==> src/rtl/uart_tx_fsm.sv <==
// UART transmitter: start bit, 8 data bits LSB-first, optional even parity, stop bit.
// Define UART_TX_PARITY_EN to insert the parity bit between the data and stop bits.
module uart_tx_fsm #(
  parameter int unsigned CLKS_PER_BIT = 434
) (
  input  logic       clk,
  input  logic       rst,
  input  logic       tx_valid,
  input  logic [7:0] tx_data,
  output logic       tx_ready,
  output logic       uart_tx,
  output logic       tx_busy,
  output logic       tx_done
);

  localparam logic [15:0] LastCount = 16'(CLKS_PER_BIT - 1);

  typedef enum logic [2:0] {
    IDLE  = 3'd0,
    START = 3'd1,
    DATA  = 3'd2,
    STOP  = 3'd3
`ifdef UART_TX_PARITY_EN
    , PARITY = 3'd4
`endif
  } state_t;

  state_t      state_q;
  logic [15:0] clkCount_q;
  logic [2:0]  bitIndex_q;
  logic [7:0]  shift_q;
  logic        line_q;
  logic        ready_q;
  logic        busy_q;
  logic        done_q;
`ifdef UART_TX_PARITY_EN
  logic        parity_q;
`endif

  logic countDone_d;
  assign countDone_d = (clkCount_q == LastCount);

  assign tx_ready = ready_q;
  assign uart_tx  = line_q;
  assign tx_busy  = busy_q;
  assign tx_done  = done_q;

  // Every output is a flop so the serial line only changes on clock edges.
  always_ff @(posedge clk or negedge rst) begin
    if (!rst) begin
      state_q    <= IDLE;
      clkCount_q <= '0;
      bitIndex_q <= '0;
      shift_q    <= '0;
      line_q     <= 1'b1;
      ready_q    <= 1'b1;
      busy_q     <= 1'b0;
      done_q     <= 1'b0;
`ifdef UART_TX_PARITY_EN
      parity_q   <= 1'b0;
`endif
    end else begin
      done_q <= 1'b0;
      case (state_q)
        IDLE: begin
          line_q     <= 1'b1;
          ready_q    <= 1'b1;
          busy_q     <= 1'b0;
          clkCount_q <= '0;
          bitIndex_q <= '0;
          if (tx_valid && ready_q) begin
            state_q <= START;
            shift_q <= tx_data;
            line_q  <= 1'b0;
            ready_q <= 1'b0;
            busy_q  <= 1'b1;
`ifdef UART_TX_PARITY_EN
            parity_q <= ^tx_data;
`endif
          end
        end
        START: begin
          if (countDone_d) begin
            state_q    <= DATA;
            clkCount_q <= '0;
            bitIndex_q <= '0;
            line_q     <= shift_q[0];
          end else begin
            clkCount_q <= clkCount_q + 16'd1;
          end
        end
        DATA: begin
          if (countDone_d) begin
            clkCount_q <= '0;
            shift_q    <= {1'b0, shift_q[7:1]};
            if (bitIndex_q == 3'd7) begin
`ifdef UART_TX_PARITY_EN
              state_q <= PARITY;
              line_q  <= parity_q;
`else
              state_q <= STOP;
              line_q  <= 1'b1;
`endif
            end else begin
              bitIndex_q <= bitIndex_q + 3'd1;
              line_q     <= shift_q[1];
            end
          end else begin
            clkCount_q <= clkCount_q + 16'd1;
          end
        end
`ifdef UART_TX_PARITY_EN
        PARITY: begin
          if (countDone_d) begin
            state_q    <= STOP;
            clkCount_q <= '0;
            line_q     <= 1'b1;
          end else begin
            clkCount_q <= clkCount_q + 16'd1;
          end
        end
`endif
        STOP: begin
          line_q <= 1'b1;
          if (countDone_d) begin
            state_q    <= IDLE;
            clkCount_q <= '0;
            done_q     <= 1'b1;
            ready_q    <= 1'b1;
            busy_q     <= 1'b0;
          end else begin
            clkCount_q <= clkCount_q + 16'd1;
          end
        end
        // Unreachable encodings recover to a quiet idle line.
        default: begin
          state_q    <= IDLE;
          clkCount_q <= '0;
          bitIndex_q <= '0;
          line_q     <= 1'b1;
          ready_q    <= 1'b1;
          busy_q     <= 1'b0;
        end
      endcase
    end
  end

endmodule

==> config.mk <==
export PLATFORM = sky130hd
export DESIGN_NAME = uart_tx_fsm
export DESIGN_NICKNAME = d
export VERILOG_FILES = /design/src/rtl/uart_tx_fsm.sv
export SDC_FILE = /design/constraint.sdc
export NUM_CORES = 1
export LEC_CHECK = 0
export BUFFER_PORTS_ARGS = -buffer_cell sky130_fd_sc_hd__buf_2
export CORE_AREA = 2 2 73 75
export DETAILED_ROUTE_END_ITERATION = 8
export DIE_AREA = 0 0 75 77
export HOLD_SLACK_MARGIN = 0.02
export PLACE_DENSITY = 0.52
export SETUP_SLACK_MARGIN = 0.1
export SYNTH_ARGS = -nofsm -noshare
export SYNTH_HDL_FRONTEND = slang
export SYNTH_SLANG_ARGS = --single-unit
==> constraint.sdc <==
create_clock -name clk -period 1.9 [get_ports clk]
set_input_delay 0.57 -clock clk [delete_from_list [all_inputs] [get_ports clk]]
set_output_delay 0.57 -clock clk [all_outputs]
set_load 0.02 [all_outputs]
==> impl_metrics.tcl <==
set metrics [dict create \
    critPathCaptureType "flip-flop" \
    slew_violations 0 \
    ys_seq_area_frac 0.4581 \
    io_pins 15 \
    cts_tree "built" \
    hold_viol_final 0 \
    slew_headroom 0.7356 \
    syn_inst 169 \
    cts_max_path_buffers 2 \
    critPathMaxStageDelay_ps 380 \
    critPathArrivalTime_ps 1930 \
    diodes 0 \
    antenna_found_initial 0 \
    hpwl_mm 2.716 \
    drt_wl_total_mm 3.754 \
    drive_above_1_share 0.3682 \
    ff_latch_area_um2 828.3 \
    coreArea_um2 4977 \
    yosysUniqueCellTypes 40 \
    final_nets 220 \
    first_pass_iters 4 \
    grt_usage 0.1420 \
    min_period_over_period 0.9275 \
    via_count 1330 \
    clkSinkCount 33 \
    ys_seq_elements 33 \
    die_h_um 77 \
    syn2layout_area_growth_pct 26.44 \
    post_drt_wl_per_cell_um 13.85 \
    layout_common_cells "dfrtp_1 (31), nor2_1 (19), buf_2 (14), buf_4 (12)" \
    drc 0 \
    ys_async_sr_fraction 1.000 \
    synth_edf_count 0 \
    setup_viol 0 \
    syn_nets 189 \
    power.density_nw_per_um2 1403 \
    synth_area_um2 1808 \
    die_w_um 75 \
    clock_latency_ps 280 \
    grt_setup_unrepaired "yes" \
    grt_overflow_total 0 \
    viasPerCell 4.908 \
    start_util 0.3632 \
    numCtsBuffers 5 \
    routabilityCongestion 0.7777 \
    max_freq_ghz 0.5675 \
    fillers 479 \
    multi_input_area_um2 993.5 \
    placed_area_um2 2053 \
    drtAntennaViolNets 0 \
    rows 26 \
    drtIter0Drc 41 \
    start_kind "flip-flop" \
    p_leak_uw 0.001045 \
    critPathKind "flip-flop to flip-flop" \
    htree_levels 2 \
    mostFrequentLayoutCell "dfrtp_1" \
    numPortBuffers 14 \
    finalCriticalPeriod_ps 1762 \
    clockRootBuffer "clkbuf_8" \
    ys.flop_type "dfrtp_1" \
    skew_ps 5.067 \
    clk_pin_slew_worst_paths_ps 70 \
    cp_slowest_cell "dfrtp_1" \
    worstPathRequired_ps 2070 \
    die-area_um2 5775 \
    postSynthAreaPerCell_um2 10.70 \
    crit_fanout 6 \
    fin_setup_tns_ps 0 \
    cp_cell_sequence "inv_1, ha_2, nor3b_4, nand4_1, buf_6, a21o_1, a211o_1" \
    max_cap_violations 0 \
    grt_pass1_wl_mm 6.292 \
    grt_pass1_vias 1388 \
    postCtsHoldBufs 0 \
    fin_area_um2 2286 \
    ys_warn_count 0 \
    ir_worst_vdd_v 0.0007309 \
    worst_pin_slew_ps 396.7 \
    hold_class "input port to asynchronous set/reset pin" \
    grt_max_degree 19 \
    status "complete, no violations" \
]
flip-flops by register name, indices dropped and copies added, names as in the netlist:
signal,flops
uart_tx,1
shift_q,8
bitIndex_q,3
tx_busy,1
state_q,2
tx_done,1
clkCount_q,16
tx_ready,1
critical path: cells and delay by family (launching register included):
kind | cells | cell delay, ps
compound gates | 2 | 490
fa+ha+maj | 1 | 160
buf+inv | 2 | 260
flops | 1 | 380
simple gates | 2 | 360
path summary, 6_finish.rpt:
check,to,depth (start not counted),startpoint,slack (ps)
setup / recovery,bitIndex_q[1],7,clkCount_q[1],140
hold / removal,clkCount_q[3],1,rst,200
setup reg to reg,bitIndex_q[1],7,clkCount_q[1],140
hold reg to reg,shift_q[7],1,shift_q[7],490
max in group asynchronous,tx_ready,2,rst,1190
min in group clk,shift_q[7],1,shift_q[7],490
synth_stat cells (3+ instances only):
| cell type | count | area, um^2 |
|---|---|---|
| nand3_1 | 6 | 30.03 |
| nor3_1 | 3 | 15.01 |
| and3_1 | 4 | 25.02 |
| mux2_2 | 10 | 112.6 |
| inv_1 | 10 | 37.54 |
| dfrtp_1 | 31 | 775.7 |
| mux2_4 | 7 | 105.1 |
| xnor2_1 | 8 | 70.07 |
| a21oi_1 | 5 | 25.02 |
| nor2_1 | 19 | 71.32 |
| nand4_1 | 6 | 37.54 |
| nand2_1 | 8 | 30.03 |
| buf_2 | 4 | 20.02 |
| xor2_1 | 4 | 35.03 |
| ha_1 | 9 | 112.6 |
through the flow:
stage                     cells  worst slack, ps  hold slack (ps)    util  power, uW
after floorplan             169            158.8            274.4       -       1966
after global placement      259            17.54            454.4  0.4125       2316
after detailed placement    259           -1.507            479.4  0.4125       2382
after CTS                   267            78.84            209.4  0.4389       3093
after global routing        271            32.76            217.5  0.4593       3424
final                       271            137.8            204.7  0.4593       3206
what timing repair did:
item / CTS / global route
endpoints found under the setup margin: 12 / 14
cloned: 0 / 1
gates resized for setup: 5 / 16
pin swaps: 0 / 6
setup buffers: 0 / 3
hold endpoints to repair: 0 / 0
cells by family after synthesis:
| family | Yosys count | share of synthesized area |
|---|---|---|
| XOR/XNOR | 12 | 0.05813 |
| flip-flops | 33 | 0.4581 |
| buffers and inverters | 16 | 0.03599 |
| adder cells (fa/ha/maj) | 9 | 0.06228 |
| AO/OA/AOI/OAI | 21 | 0.08443 |
| AND/OR/NAND/NOR | 60 | 0.1751 |
| multiplexers | 18 | 0.1260 |
cell type report:
| type | count | share of cell area |
|---|---|---|
| multi-input combinational | 120 | 0.4346 |
| sequential | 33 | 0.3623 |
| timing repair buffer | 30 | 0.09743 |
| tap | 70 | 0.03831 |
| clock buffer | 7 | 0.03777 |
| inverter | 10 | 0.01642 |
| clock inverter | 1 | 0.01314 |
power by group:
part	switching (uW)	internal, uW
clock	251	427
sequential	119	888
combinational	677	844
total	1050	2160
metal layers:
metal	share of wire	GRT usage	vias up
met2	0.49	0.2254	14
met3	0.025	0.04336	7
met5	0	0	-
met1	0.47	0.1817	649
li1	-	-	660
met4	0.013	0.04643	0
Note: power is estimated with default switching activity, not from simulation.
